===== config.mk =====
export PLATFORM = sky130hd
export DESIGN_NAME = irq_controller_flat
export DESIGN_NICKNAME = d
export VERILOG_FILES = /design/src/rtl/irq_pkg.sv /design/src/rtl/irq_controller_if.sv /design/src/rtl/irq_sync.sv /design/src/rtl/irq_controller.sv /design/src/flat_wrapper.sv
export SDC_FILE = /design/constraint.sdc
export NUM_CORES = 1
export LEC_CHECK = 0
export BUFFER_PORTS_ARGS = -buffer_cell sky130_fd_sc_hd__buf_4
export CORE_MARGIN = 5
export CORE_UTILIZATION = 40
export DETAILED_ROUTE_END_ITERATION = 12
export HOLD_SLACK_MARGIN = 0.05
export PLACE_DENSITY = 0.67
export SLEW_MARGIN = 40
export SYNTH_ARGS = -nofsm -noshare
export SYNTH_HDL_FRONTEND = slang
export SYNTH_HIERARCHICAL = 1
export SYNTH_SLANG_ARGS = --single-unit

===== constraint.sdc =====
create_clock -name I_clk -period 3.4 [get_ports I_clk]
set_clock_uncertainty 0.05 [all_clocks]
set_input_delay 0 -clock I_clk [delete_from_list [all_inputs] [get_ports I_clk]]
set_output_delay 0 -clock I_clk [all_outputs]
set_load 0.01 [all_outputs]

===== src/rtl/irq_pkg.sv =====
// Shared definitions for the interrupt controller: register word map, FSM states, null ID.
package irq_pkg;

    localparam logic [1:0] REG_PENDING = 2'd0;
    localparam logic [1:0] REG_ENABLE  = 2'd1;
    localparam logic [1:0] REG_CLAIM   = 2'd2;

    localparam int ID_NONE = 0;

    typedef enum logic [1:0] {
        IDLE    = 2'd0,
        REQ     = 2'd1,
        SERVICE = 2'd2
    } irq_state_t;

endpackage


===== src/rtl/irq_controller_if.sv =====
// Data-memory bus slice seen by the interrupt controller: CPU is master, controller is slave.
interface irq_controller_if;
    logic [3:0]  I_addr;
    logic        I_we;
    logic        I_re;
    logic [31:0] I_wdata;
    logic [31:0] O_rdata;

    modport master (output I_addr, output I_we, output I_re, output I_wdata, input O_rdata);
    modport slave  (input I_addr, input I_we, input I_re, input I_wdata, output O_rdata);
endinterface


===== src/rtl/irq_sync.sv =====
// Two-flop synchroniser for asynchronous interrupt lines.
// With IRQ_EDGE_EN defined a third flop provides a one-cycle rising-edge strobe.
module irq_sync #(
    parameter int WIDTH = 1
) (
    input  logic             clk,
    input  logic             rst,
    input  logic [WIDTH-1:0] din,
    output logic [WIDTH-1:0] sync
`ifdef IRQ_EDGE_EN
    ,
    output logic [WIDTH-1:0] rise
`endif
);

    logic [WIDTH-1:0] meta_reg;
    logic [WIDTH-1:0] sync_reg;

    always_ff @(posedge clk or posedge rst) begin
        if (rst) begin
            meta_reg <= '0;
            sync_reg <= '0;
        end else begin
            meta_reg <= din;
            sync_reg <= meta_reg;
        end
    end

    assign sync = sync_reg;

`ifdef IRQ_EDGE_EN
    logic [WIDTH-1:0] prev_reg;

    always_ff @(posedge clk or posedge rst) begin
        if (rst) prev_reg <= '0;
        else     prev_reg <= sync_reg;
    end

    assign rise = sync_reg & ~prev_reg;
`endif

endmodule


===== src/rtl/irq_controller.sv =====
// Platform interrupt controller: pending/enable registers, claim/complete handshake, one IRQ line.
// Define IRQ_EDGE_EN for edge-latched pending bits; default is level mode.
module irq_controller
    import irq_pkg::*;
#(
    parameter int NUM_SRC = 8,
    parameter int ID_W    = 5
) (
    input  logic                I_clk,
    input  logic                I_rst,
    input  logic [NUM_SRC-1:0]  I_src,
    irq_controller_if.slave     bus,
    output logic                O_interrupt
);

    logic [NUM_SRC-1:0] sync2;
    logic [NUM_SRC-1:0] pending_reg, pending_next;
    logic [NUM_SRC-1:0] enable_reg;
    logic [NUM_SRC-1:0] active;
    logic [ID_W-1:0]    in_service_id_reg;
    logic [ID_W-1:0]    claim_id, claim_ret;
    irq_state_t         state_reg, state_next;
    logic [31:0]        rdata_reg, rdata_next;
    logic               interrupt_reg;
    logic [1:0]         reg_sel;
    logic               rd_en, claim_rd, complete_wr;
    logic               unused_bits;

`ifdef IRQ_EDGE_EN
    logic [NUM_SRC-1:0] rise;
    irq_sync #(.WIDTH(NUM_SRC)) u_sync (
        .clk(I_clk), .rst(I_rst), .din(I_src), .sync(sync2), .rise(rise)
    );
`else
    irq_sync #(.WIDTH(NUM_SRC)) u_sync (
        .clk(I_clk), .rst(I_rst), .din(I_src), .sync(sync2)
    );
`endif

    assign reg_sel = bus.I_addr[3:2];
    // A simultaneous write wins; the read half of the cycle is dropped entirely.
    assign rd_en   = bus.I_re & ~bus.I_we;
    assign active  = pending_reg & enable_reg;

    always_comb begin
        claim_id = ID_W'(ID_NONE);
        for (int i = NUM_SRC - 1; i >= 0; i--) begin
            if (active[i]) claim_id = ID_W'(i + 1);
        end
    end

    assign claim_ret   = (state_reg == IDLE) ? ID_W'(ID_NONE) : claim_id;
    assign claim_rd    = rd_en && (reg_sel == REG_CLAIM) && (claim_ret != ID_W'(ID_NONE));
    assign complete_wr = bus.I_we && (reg_sel == REG_CLAIM) && (state_reg == SERVICE)
                      && (bus.I_wdata[ID_W-1:0] == in_service_id_reg);

    for (genvar gi = 0; gi < NUM_SRC; gi++) begin : g_pending
`ifdef IRQ_EDGE_EN
        logic claim_clear;
        assign claim_clear      = claim_rd && (claim_ret == ID_W'(gi + 1));
        assign pending_next[gi] = rise[gi] | (pending_reg[gi] & ~claim_clear);
`else
        // in_service_id is cleared on completion, so this mask is empty outside SERVICE.
        logic in_service;
        assign in_service       = (in_service_id_reg == ID_W'(gi + 1));
        assign pending_next[gi] = sync2[gi] & ~in_service;
`endif
    end

    always_comb begin
        state_next = state_reg;
        case (state_reg)
            IDLE:    if (|active) state_next = REQ;
            REQ: begin
                if (claim_rd)      state_next = SERVICE;
                else if (~|active) state_next = IDLE;
            end
            SERVICE: if (complete_wr) state_next = IDLE;
            default: state_next = IDLE;
        endcase
    end

    always_comb begin
        rdata_next = '0;
        case (reg_sel)
            REG_PENDING: rdata_next = 32'(pending_reg);
            REG_ENABLE:  rdata_next = 32'(enable_reg);
            REG_CLAIM:   rdata_next = 32'(claim_ret);
            default:     rdata_next = '0;
        endcase
    end

    always_ff @(posedge I_clk or posedge I_rst) begin
        if (I_rst) state_reg <= IDLE;
        else       state_reg <= state_next;
    end

    always_ff @(posedge I_clk or posedge I_rst) begin
        if (I_rst) begin
            pending_reg       <= '0;
            enable_reg        <= '0;
            in_service_id_reg <= '0;
            rdata_reg         <= '0;
            interrupt_reg     <= 1'b0;
        end else begin
            pending_reg   <= pending_next;
            interrupt_reg <= (state_reg == REQ) | (state_next == REQ);
            if (bus.I_we && (reg_sel == REG_ENABLE))
                enable_reg <= bus.I_wdata[NUM_SRC-1:0];
            if ((state_reg == REQ) && claim_rd)
                in_service_id_reg <= claim_ret;
            else if (complete_wr)
                in_service_id_reg <= '0;
            if (rd_en)
                rdata_reg <= rdata_next;
        end
    end

    assign bus.O_rdata = rdata_reg;
    assign O_interrupt = interrupt_reg;

    assign unused_bits = ^{bus.I_addr[1:0], bus.I_wdata
`ifdef IRQ_EDGE_EN
                           , sync2
`endif
                          };

endmodule


===== src/flat_wrapper.sv =====
// flat-port wrapper written by rule: the top's interface ports become plain ports
module irq_controller_flat import irq_pkg::*;
#(
    parameter int NUM_SRC = 8,
    parameter int ID_W    = 5
)
  (I_clk, I_rst, I_src, O_interrupt, bus_I_addr, bus_I_we, bus_I_re, bus_I_wdata, bus_O_rdata);
  irq_controller_if bus_i ();
  input  logic I_clk;
  input  logic I_rst;
  input  logic [NUM_SRC-1:0] I_src;
  output logic O_interrupt;
  input wire logic [$bits(bus_i.I_addr)-1:0] bus_I_addr;
  input wire logic [$bits(bus_i.I_we)-1:0] bus_I_we;
  input wire logic [$bits(bus_i.I_re)-1:0] bus_I_re;
  input wire logic [$bits(bus_i.I_wdata)-1:0] bus_I_wdata;
  output wire logic [$bits(bus_i.O_rdata)-1:0] bus_O_rdata;
  assign bus_i.I_addr = bus_I_addr;
  assign bus_i.I_we = bus_I_we;
  assign bus_i.I_re = bus_I_re;
  assign bus_i.I_wdata = bus_I_wdata;
  assign bus_O_rdata = bus_i.O_rdata;
  irq_controller #(.NUM_SRC(NUM_SRC), .ID_W(ID_W)) u_core (.I_clk(I_clk), .I_rst(I_rst), .I_src(I_src), .bus(bus_i), .O_interrupt(O_interrupt));
endmodule

; After elaboration in Yosys (flattened, before gate mapping)
; Index checks and enable logic that the tools add are counted.
[classes]
bitwise_logic = 20
eq_ne = 14
mux = 17
reduce_logical = 12
[op_table]
columns = operator, n
row1 = 2-to-1 mux 4 bit, 9
row2 = one-hot mux 8 bit (3 select lines), 1
row3 = "== test 5 x 3 -> 1 bit, second input constant", 4
row4 = "== test 5 x 2 -> 1 bit, second input constant", 2
row5 = 2-to-1 mux 5 bit, 2
row6 = bitwise AND 1 bit, 9
row7 = NOT 1 bit, 9
row8 = bitwise AND 8 bit, 1
row9 = 2-to-1 mux 2 bit, 4
row10 = OR reduction 8 bit, 1
row11 = logical AND 1 bit, 7
row12 = "== test 2 x 1 -> 1 bit, second input constant", 3
row13 = one-hot mux 2 bit (3 select lines), 1
row14 = "== test 5 x 1 -> 1 bit, second input constant", 1
row15 = "== test 5 x 4 -> 1 bit, second input constant", 1
row16 = == test 5 bit, 1
row17 = nonzero test 5 bit, 1
row18 = "== test 2 bit, second input constant", 2
row19 = logical NOT 2 bit, 2
row20 = nonzero test 2 bit, 1
row21 = OR 1 bit, 1
[word_totals]
register_bits = 72
in_bits = 48

; Longest topological paths before layout
; Gate-level depths: netlist (run 1).
[depth]
ltp_word = 16
mapped_depth = 6
mapped_depth_nobuf = 5

; By module
; The synthesis (run 1) kept the hierarchy.
[by_module_without_submodules]
columns = mod, instances, seq_area_each_um2, area_each_um2, cells_each
row1 = irq_controller, 1, 775.7, 1720.4, 164
row2 = irq_sync, 1, 400.4, 404.1, 17

; Worst setup path after synthesis (run 1)
; OpenSTA, ideal clock, no wires.
[synth_timing]
path_kind = reg2reg
startpoint = register u_core.pending_reg[1]
endpoint = register u_core.in_service_id_reg[3]
setup_time_ns = 0.125
setup_slack_ns = 1.743
stages_incl_launch_ff = 6
arrival_ns = 1.482
path_buffers = 0
required_ns = 3.225
path_cell_list = dfrtp_1 > a22oi_1 > nand4_1 > a221oi_2 > nor3_2 > mux2_2
[synth_between]
elab_chain_len = 8
elab_cells_between_ends = 9
classes_between = mux (4) / bitwise (1) / reduce/logical (4)
[synth_rtl]
columns = element, line_no
row1 = start: declaration, irq_controller.sv:17  ; logic [NUM_SRC-1:0] pending_reg, pending_next;
row2 = start signal: assignment, irq_controller.sv:106  ; pending_reg <= pending_next;
row3 = bitwise AND 8 bit *, irq_controller.sv:43  ; assign active = pending_reg & enable_reg;
row4 = 2-to-1 mux 4 bit * (2 in series), irq_controller.sv:48  ; if (active[i]) claim_id = ID_W'(i + 1);
row5 = 2-to-1 mux 4 bit *, irq_controller.sv:52  ; assign claim_ret = (state_reg == IDLE) ? ID_W'(ID_NONE) : claim_id;
row6 = nonzero test 5 bit, irq_controller.sv:53  ; assign claim_rd = rd_en && (reg_sel == REG_CLAIM) && (claim_ret != ID_W'(ID_NONE));
row7 = logical AND 1 bit, irq_controller.sv:53
row8 = logical AND 1 bit, irq_controller.sv:110  ; if ((state_reg == REQ) && claim_rd)
row9 = 2-to-1 mux 5 bit or nonzero test 2 bit (tied branches), -
row10 = end signal: assignment, irq_controller.sv:111  ; in_service_id_reg <= claim_ret;
row11 = end: declaration, irq_controller.sv:20  ; logic [ID_W-1:0] in_service_id_reg;
; Mark *: on every way between the ends. The rest lies on a longest branch, timed or not.
; A chain may end at the register's enable or synchronous reset.

; Final worst setup path (run 1)
[layout_timing]
startpoint = register u_core.enable_reg[5]
endpoint = register u_core.rdata_reg[0] (netlist: u_core/bus.O_rdata[0])
[layout_between]
elab_chain_len = 9
[layout_rtl]
columns = element, line_no
row1 = start: declaration, irq_controller.sv:18  ; logic [NUM_SRC-1:0] enable_reg;
row2 = start signal: assignment, irq_controller.sv:109  ; enable_reg <= bus.I_wdata[NUM_SRC-1:0];
row3 = bitwise AND 8 bit, irq_controller.sv:43
row4 = 2-to-1 mux 4 bit (6 in series), irq_controller.sv:48
row5 = 2-to-1 mux 4 bit, irq_controller.sv:52
row6 = one-hot mux 8 bit (3 select lines), irq_controller.sv:85  ; case (reg_sel)
row7 = end signal: assignment, irq_controller.sv:115  ; rdata_reg <= rdata_next;
row8 = end: declaration, irq_controller.sv:23  ; logic [31:0] rdata_reg, rdata_next;
; No other way between the ends.

==> results of run 1 <==
[final cells by class]
class | count | area [sq um]
fill | 493 | 2500
sequential | 47 | 1180
multi-input combinational | 126 | 825
timing repair buffer | 52 | 443
tap | 70 | 87.6
clock buffer | 5 | 68.8
clock inverter | 3 | 27.5
inverter | 4 | 15.0
[critical path, cell delays in order, from the launching register on]
cell and delay [ns]:
dfrtp_1 0.40, nand2_1 0.06, a32o_1 0.28, a21o_1 0.21, a31oi_1 0.18, o311ai_1 0.10
dlygate4sd3_1 0.58
[cells in the final DEF, fill, tap and decap left out, drive strengths merged, types with 4 or more instances in the layout]
cell type	n
a21boi	4
a22oi	4
buf	31
clkbuf	5
conb	24
dfrtp	47
dlygate4sd3	21
inv	6
mux2	9
mux2i	9
nand2	18
nor2	5
nor2b	6
o21ai	6
[kinds of logic (layout without fill, tap and decap cells)]
| family | count (synthesis) | in the layout | synth area share |
|---|---|---|---|
| xor gates and xnor gates | 4 | 4 | 0.0165 |
| buffers and inverters | 31 | 64 | 0.0989 |
| DFF | 47 | 47 | 0.554 |
| other | 1 | 24 | 0.00177 |
| AOI/OAI and AO/OA | 34 | 34 | 0.124 |
| and+or+nand+nor | 46 | 46 | 0.115 |
| muxes | 18 | 18 | 0.0901 |
[power by group through the flow]
stage / Clock (uW) / Combinational (uW) / Sequential, uW
5_1_grt: 389 / 390 / 751
4_1_cts: 363 / 353 / 739
6_report: 353 / 351 / 738
3_5_place_dp: 0 / 328 / 751
2_1_floorplan: 0 / 255 / 727
3_3_place_gp: 0 / 323 / 747
[cell usage after synthesis, types with 3 or more instances]
library cell | count | share of area
buf_4 | 25 | 0.088
nor2b_1 | 6 | 0.018
nand2b_1 | 3 | 0.0088
a22oi_1 | 4 | 0.014
nor2_1 | 5 | 0.0088
a32o_1 | 3 | 0.014
mux2i_1 | 9 | 0.042
a21oi_1 | 3 | 0.0071
a21boi_0 | 4 | 0.014
dfrtp_1 | 47 | 0.55
nand3_1 | 3 | 0.0071
inv_1 | 4 | 0.0071
o21ai_0 | 5 | 0.012
mux2_2 | 9 | 0.048
nand2_1 | 18 | 0.032
[timing repair]
item / 4_1_cts / 5_1_grt
hold buffers: 21 / 0
endpoints found under the hold margin: 54 / 0
setup buffers: 0 / 0
[stage by stage]
| step | cells | hold WS (ns) | total power, uW | utilization | instance area, sq um |
|---|---|---|---|---|---|
| 2_1_floorplan | 204 | -0.136 | 982 | - | 2210 |
| 3_3_place_gp | 278 | 0.0271 | 1070 | 0.454 | 2340 |
| 3_5_place_dp | 278 | 0.0365 | 1080 | 0.454 | 2340 |
| 4_1_cts | 307 | 0.120 | 1450 | 0.514 | 2640 |
| 5_1_grt | 307 | 0.169 | 1530 | 0.514 | 2640 |
| 6_report | 307 | 0.119 | 1440 | 0.514 | 2640 |
[worst max path at each step]
stage | startpoint | slack, ns | depth (start not counted) | endpoint
finish | u_core/enable_reg[5] | 1.43 | 6 | u_core/bus.O_rdata[0]
global route | u_core/enable_reg[5] | 1.33 | 6 | u_core/bus.O_rdata[0]
CTS | u_core/enable_reg[1] | 1.44 | 6 | u_core/bus.O_rdata[0]
detailed placement | u_core/enable_reg[1] | 1.55 | 5 | u_core/in_service_id_reg[3]
global placement | u_core/enable_reg[1] | 1.55 | 5 | u_core/in_service_id_reg[3]
floorplan | u_core/pending_reg[1] | 1.74 | 5 | u_core/in_service_id_reg[3]
[routing by layer]
| metal | share of wire | track usage | vias up |
|---|---|---|---|
| met5 | 0 | 0 | - |
| met4 | 0.0038 | 0.0267 | 0 |
| met3 | 0.064 | 0.0485 | 2 |
| met2 | 0.51 | 0.207 | 45 |
| met1 | 0.42 | 0.146 | 661 |
| li1 | - | - | 697 |
==> flow_metrics.py, run 1 <==
metrics = {
    "timing": {
        "worst_pin_slew_ns": 0.712,
        "max_freq_mhz": 509,
        "setup_tns_ns": 0,
        "setup_viol": 0,
        "slew_headroom": 0.525,
        "min_period_over_period": 0.578,
        "worst_slack_ns": 1.43,
        "hold_viol": 0,
        "layout_min_cycle_time_ns": 1.97,
        "rsz0062_at_grt": "false",
        "slew_violations": 0,
    },
    "yosys": {
        "synth_cell_types": 41,
        "synth_ff_type": "dfrtp_1",
        "mappedNetlistArea_sq_um": 2120,
        "syn-instance-count": 181,
        "async_flop_share": 1.00,
        "avgSynthCellArea_sq_um": 11.7,
        "seq_area_frac_synth": 0.554,
        "synth_edf_count": 0,
        "ys_seq_elements": 47,
        "yosysWarnings": 6,
    },
    "clocking": {
        "clk_pin_slew_ns": 0.09,
        "cts_sinks": 47,
        "cts_buffers": 5,
        "clockRootBuffer": "clkbuf_8",
        "cts_tree": "done",
        "cts_resized": 0,
        "htree_levels": 2,
        "clk_latency_ns": 0.30,
        "cts_buffer_depth": 2,
    },
    "min_path": {
        "min_from": "bus_I_re",
        "hold_depth": 4,
        "hold_path_end": "u_core/bus.O_rdata[3]",
        "hp-class": "in -> reg",
    },
    "floorplanning": {
        "die_w_um": 82.9,
        "start_util": 0.413,
        "io_pins": 81,
        "coreArea_sq_um": 5140,
        "die_h_um": 82.9,
        "die_area_sq_um": 6870,
        "rows": 26,
    },
    "route": {
        "dr.pass1.iters": 5,
        "ant_nets": 0,
        "drc": 0,
        "via_count": 1405,
        "drt_iter0_markers": 56,
        "wl_um": 3930,
        "wl_per_cell_um": 12.8,
        "drt-vias-per-instance": 4.58,
    },
    "pwr": {
        "power_per_cell_area_nw_per_um2": 545,
        "ir_drop_uv": 307,
        "power.switching_uw": 462,
        "power.leakage_uw": 0.00122,
        "comb_power_share": 0.243,
        "seqPwrFrac": 0.512,
        "clkPwrFrac": 0.245,
        "p_int_uw": 979,
        "switching_share": 0.320,
    },
    "layout": {
        "drive_above_1_share": 0.228,
        "diodes": 0,
        "areaGrowthSynthToFinish_pct": 24.4,
        "nets": 284,
    },
    "grt": {
        "grt_pass1_vias": 1433,
        "overflow": 0,
        "grt_max_degree": 20,
        "grt_pass1_wl_um": 6840,
        "antenna_found_initial": 0,
        "grt_use_total": 0.122,
    },
    "critical_path": {
        "critPathRequiredTime_ns": 3.54,
        "worstPathMaxFanout": 4,
        "r2r_start": "u_core/enable_reg[5]",
        "cp.arrival_ns": 2.11,
        "ff2ff_path_depth": 6,
        "endpoint_kind": "register",
        "crit_type": "reg -> reg",
        "timing.rr.end": "u_core/bus.O_rdata[0]",
        "start_kind": "register",
        "rrSetupSlack_ns": 1.43,
    },
    "place": {
        "dp_hpwl_um": 2910,
        "place_ws_ns": 1.55,
        "port_buffers": 30,
        "gp_congestion": 0.826,
    },
    "flow_run": {
        "maxCapViolCount": 0,
    },
    "outcome": {
        "status": "completed",
    },
}
No activity file was read; power rests on OpenSTA's default activity.
==> run 2, diff against run 1 <==
--- a/config.mk
+++ b/config.mk
@@ -10,7 +10,7 @@
 export CORE_UTILIZATION = 40
 export DETAILED_ROUTE_END_ITERATION = 12
 export HOLD_SLACK_MARGIN = 0.05
-export PLACE_DENSITY = 0.67
+export PLACE_DENSITY = 0.7
 export SLEW_MARGIN = 40
 export SYNTH_ARGS = -nofsm -noshare
 export SYNTH_HDL_FRONTEND = slang
==> constraint.sdc (replaced) <==
create_clock -name I_clk -period 1.8 [get_ports I_clk]
set_clock_uncertainty 0.05 [all_clocks]
set_input_delay 0 -clock I_clk [delete_from_list [all_inputs] [get_ports I_clk]]
set_output_delay 0 -clock I_clk [all_outputs]
set_load 0.01 [all_outputs]
==> run 2 against run 1 <==
  * Clock-buffer cell count stayed put
  * Cell count rose by 3.6%
  * First-iteration DRC count grew 75%
  * Critical path type is now in -> reg
  * Largest power group unchanged
  * Highest routed layer unchanged
==> flow_metrics.py, run 2 (synthesized netlist as in run 1, its figures left out) <==
metrics = {
    "clocking": {
        "clk_latency_ns": 0.30,
        "htree_levels": 2,
        "cts_tree": "done",
        "cts_buffer_depth": 2,
        "clockRootBuffer": "clkbuf_8",
        "cts_buffers": 5,
        "clk_pin_slew_ns": 0.09,
        "cts_sinks": 47,
    },
    "place": {
        "dp_hpwl_um": 2980,
        "place_inst": 289,
        "place_ws_ns": 0.0545,
        "gp_congestion": 0.795,
        "port_buffers": 30,
    },
    "route": {
        "drt_iter0_markers": 98,
        "wl_per_cell_um": 12.7,
        "drt-vias-per-instance": 4.55,
        "ant_nets": 0,
        "drc": 0,
        "via_count": 1446,
        "dr.pass1.iters": 4,
        "wl_um": 4030,
    },
    "timing": {
        "slew_violations": 0,
        "worst_slack_ns": 0.0336,
        "hold_viol": 0,
        "slew_headroom": 0.616,
        "setup_tns_ns": 0,
        "max_freq_mhz": 566,
        "layout_min_cycle_time_ns": 1.77,
        "rsz0062_at_grt": "true",
        "setup_viol": 0,
        "worst_pin_slew_ns": 0.575,
        "min_period_over_period": 0.981,
    },
    "grt": {
        "grt_pass1_vias": 1475,
        "grt_max_degree": 32,
        "grt_use_total": 0.124,
        "antenna_found_initial": 0,
        "grt_pass1_wl_um": 6920,
        "overflow": 0,
    },
    "floorplanning": {
        "start_util": 0.413,
        "coreArea_sq_um": 5140,
        "die_area_sq_um": 6870,
        "rows": 26,
        "die_h_um": 82.9,
        "die_w_um": 82.9,
        "io_pins": 81,
    },
    "layout": {
        "layout.cells.non_filler": 318,
        "nets": 295,
        "drive_above_1_share": 0.290,
        "fillers": 454,
        "diodes": 0,
        "final_common_cell": "dfrtp_1",
        "areaGrowthSynthToFinish_pct": 29.6,
        "fin_util": 0.536,
        "layout_common_cells": "dfrtp_1, buf_4, conb_1",
    },
    "critical_path": {
        "r2r_start": "u_core/pending_reg[1]",
        "timing.rr.end": "u_core/in_service_id_reg[3]",
        "endpoint_kind": "register",
        "max_stage_delay_ns": 0.54,
        "path_depth": 7,
        "crit_slowest_cell": "dlygate4sd3_1",
        "critPathTopFamily": "simple AND/OR/NAND/NOR gates",
        "crit_buf_inv": 2,
        "path_cells": "dlygate4sd3_1, buf_4, and2b_2, nand4_1, or3_4, and2_0, mux2_2",
        "start_kind": "primary input",
        "worstPathMaxFanout": 10,
        "cp.arrival_ns": 1.91,
        "ff2ff_path_depth": 5,
        "crit_type": "in -> reg",
        "rrSetupSlack_ns": 0.05,
        "critPathRequiredTime_ns": 1.94,
    },
    "min_path": {
        "hold_depth": 4,
        "hp-class": "in -> reg",
        "min_from": "bus_I_re",
        "hold_path_end": "u_core/bus.O_rdata[3]",
    },
    "flow_run": {
        "maxCapViolCount": 0,
    },
    "pwr": {
        "ir_drop_uv": 548,
        "power.leakage_uw": 0.00128,
        "power_per_cell_area_nw_per_um2": 1030,
    },
    "outcome": {
        "status": "completed",
    },
}
[run 2: changes by cell type in the layout (fill, tap and decap cells not counted), sizes merged]
cell         delta
dlygate4sd3     -2
clkinv          +2
buf            +13
inv             -1
clkinvlp        -1
[run 2: power by group]
part | total (uW) | internal [uW] | switching, uW
clock | 640 | 278 | 362
combinational | 837 | 446 | 391
sequential | 1370 | 1220 | 152
[run 2: through the flow]
| stage | hold slack [ns] | cell area [sq um] | total power (uW) |
|---|---|---|---|
| 6_report | 0.113 | 2750 | 2850 |
| 5_1_grt | 0.141 | 2750 | 3030 |
| 4_1_cts | 0.114 | 2700 | 2800 |
| 3_5_place_dp | 0.0448 | 2420 | 2130 |
| 3_3_place_gp | 0.0268 | 2420 | 2110 |
| 2_1_floorplan | -0.136 | 2210 | 1860 |
[run 2: cell type report]
type	count	area, sq um	area share
sequential	47	1180	0.428
clock inverter	3	22.5	0.00818
tap	70	87.6	0.0318
inverter	4	15.0	0.00545
clock buffer	5	68.8	0.0250
multi-input combinational	126	862	0.313
timing repair buffer	63	520	0.189
[run 2: what timing repair did]
action,CTS,global route
endpoints found under the hold margin,65,0
setup endpoints to repair,0,3
resized for setup,0,7
hold buffers,19,0
buffers inserted,0,2
[run 2: per-layer routing]
metal / routed length, um / global-route usage
met1: 1730 / 0.153
met2: 1970 / 0.211
met3: 279 / 0.0347
met4: 53 / 0.0401
met5: 0 / 0
[run 2: how the worst max path moves through the flow]
stage | end | slack [ns] | startpoint
2_1_floorplan | u_core/in_service_id_reg[3] | 0.14 | u_core/pending_reg[1]
3_3_place_gp | u_core/in_service_id_reg[3] | 0.03 | u_core/enable_reg[1]
3_5_place_dp | u_core/in_service_id_reg[3] | 0.05 | u_core/enable_reg[1]
4_1_cts | u_core/in_service_id_reg[3] | 0.04 | bus_I_addr[2]
5_1_grt | u_core/in_service_id_reg[3] | -0.06 | u_core/pending_reg[1]
6_report | u_core/in_service_id_reg[3] | 0.03 | bus_I_addr[2]
[run 2: tightest hold or removal path: cells and delay by family]
family	cells	cell delay (ns)
AO/OA/AOI/OAI	1	0.05
buffers and inverters	1	0.08
AND/OR/NAND/NOR	2	0.30
==> run 3, diff against run 2 <==
--- a/config.mk
+++ b/config.mk
@@ -11,6 +11,7 @@
 export DETAILED_ROUTE_END_ITERATION = 12
 export HOLD_SLACK_MARGIN = 0.05
 export PLACE_DENSITY = 0.7
+export RECOVER_POWER = 25
 export SLEW_MARGIN = 40
 export SYNTH_ARGS = -nofsm -noshare
 export SYNTH_HDL_FRONTEND = slang
==> run 3 against run 2 <==
  * Combinational power hardly changed
  * Worst hold slack barely moved
  * Maximum frequency about the same
  * Register-to-register slack about the same
  * Wire length fell by 0.42%
  * Non-clock buffer count unchanged
==> flow_metrics.py, run 3 (synthesized netlist as in run 1, its figures left out) <==
metrics = {
    "layout": {
        "nets": 295,
        "diodes": 0,
        "areaGrowthSynthToFinish_pct": 29.5,
        "fin_util": 0.535,
        "layout_common_cells": "dfrtp_1, buf_4, conb_1",
        "drive_above_1_share": 0.290,
        "layout.cells.non_filler": 318,
        "final_common_cell": "dfrtp_1",
    },
    "critical_path": {
        "r2r_start": "u_core/pending_reg[1]",
        "cp.arrival_ns": 1.91,
        "start_kind": "primary input",
        "rrSetupSlack_ns": 0.05,
        "ff2ff_path_depth": 5,
        "worstPathMaxFanout": 10,
        "crit_type": "in -> reg",
        "timing.rr.end": "u_core/in_service_id_reg[3]",
        "crit_start": "bus_I_addr[2]",
        "critPathRequiredTime_ns": 1.94,
        "endpoint_kind": "register",
    },
    "place": {
        "place_inst": 289,
        "dp_hpwl_um": 2980,
        "port_buffers": 30,
        "gp_congestion": 0.795,
    },
    "route": {
        "wl_per_cell_um": 12.6,
        "drc": 0,
        "dr.pass1.iters": 4,
        "drt_iter0_markers": 92,
        "via_count": 1448,
        "ant_nets": 0,
        "drt-vias-per-instance": 4.55,
        "wl_um": 4020,
    },
    "grt": {
        "grt_pass1_wl_um": 6920,
        "grt_max_degree": 32,
        "use_met3": 0.0347,
        "grt_use_total": 0.124,
        "grt_pass1_vias": 1475,
        "met1_usage": 0.153,
        "overflow": 0,
        "use_met2": 0.211,
        "antenna_found_initial": 0,
        "busiest_layer": "met2",
    },
    "pwr": {
        "ir_drop_uv": 548,
        "p_int_uw": 1940,
        "clkPwrFrac": 0.225,
        "switching_share": 0.318,
        "power_per_cell_area_nw_per_um2": 1030,
        "comb_power_share": 0.293,
        "finalPower_uw": 2850,
        "power.switching_uw": 905,
        "seqPwrFrac": 0.482,
        "power.leakage_uw": 0.00127,
    },
    "min_path": {
        "min_from": "bus_I_re",
        "hp-class": "in -> reg",
        "hold_path_end": "u_core/bus.O_rdata[3]",
        "hold_depth": 4,
    },
    "clocking": {
        "clk_latency_ns": 0.30,
        "cts_tree": "done",
        "cts_sinks": 47,
        "cts_buffers": 5,
        "htree_levels": 2,
        "cts_buffer_depth": 2,
        "clk_pin_slew_ns": 0.09,
        "clockRootBuffer": "clkbuf_8",
    },
    "floorplanning": {
        "io_pins": 81,
        "die_h_um": 82.9,
        "coreArea_sq_um": 5140,
        "rows": 26,
        "die_w_um": 82.9,
        "start_util": 0.413,
        "die_area_sq_um": 6870,
    },
    "timing": {
        "min_period_over_period": 0.981,
        "slew_headroom": 0.513,
        "max_freq_mhz": 566,
        "hold_viol": 0,
        "setup_viol": 0,
        "layout_min_cycle_time_ns": 1.77,
        "worst_pin_slew_ns": 0.731,
        "slew_violations": 0,
        "holdWs_ns": 0.113,
        "rsz0062_at_grt": "true",
    },
    "flow_run": {
        "maxCapViolCount": 0,
    },
    "outcome": {
        "status": "completed",
    },
}
==> run 3: cell count changes in the layout (fill, tap and decap cells not counted), sizes merged <==
| cell | previous run | this run |
|---|---|---|
| clkbuf | 5 | 15 |
| buf | 44 | 34 |
==> run 3: critical path: stages <==
cell and delay (ns):
dlygate4sd3_1 0.54, buf_4 0.19, and2b_2 0.28, nand4_1 0.10
or3_4 0.37, and2_0 0.17, mux2_2 0.25
==> run 3: final cells by class <==
class,count,area [sq um]
Fill cell,453,2390
Multi-Input combinational cell,126,862
Inverter,4,15.0
Timing Repair Buffer,63,518
Clock inverter,3,22.5
Tap cell,70,87.6
Sequential cell,47,1180
Clock buffer,5,68.8
==> run 3: power by group through the flow <==
stage	registers, uW	clock network (uW)	logic [uW]
after floorplan	1370	0	482
after global routing	1390	707	931
after CTS	1360	660	783
final	1370	641	835
after global placement	1370	0	737
after detailed placement	1380	0	747
==> run 3: what timing repair did <==
action | in CTS | in global routing
buffers inserted | 0 | 2
hold endpoints to repair | 65 | 0
gates resized for setup | 0 | 7
hold buffers | 19 | 0
setup endpoints to repair | 0 | 3
==> run 3: how the worst max path moves through the flow <==
stage | end | slack (ns) | cells past startpoint
after floorplan | u_core/in_service_id_reg[3] | 0.14 | 5
after global placement | u_core/in_service_id_reg[3] | 0.03 | 5
after detailed placement | u_core/in_service_id_reg[3] | 0.05 | 5
after CTS | u_core/in_service_id_reg[3] | 0.04 | 7
after global routing | u_core/in_service_id_reg[3] | -0.06 | 5
final | u_core/in_service_id_reg[3] | 0.03 | 7
==> run 3: per-stage QoR <==
step,setup WS (ns),area [sq um],setup TNS [ns]
after floorplan,0.143,2210,0
after global placement,0.0291,2420,0
after detailed placement,0.0545,2420,0
after CTS,0.0411,2700,0
after global routing,-0.0554,2750,-0.0554
final,0.0335,2750,0
==> run 3: layer usage <==
layer  wire (um)  up-vias
li1            -      712
met1        1720      678
met3         281        7
met2        1960       51
met4          53        0
met5           0        -
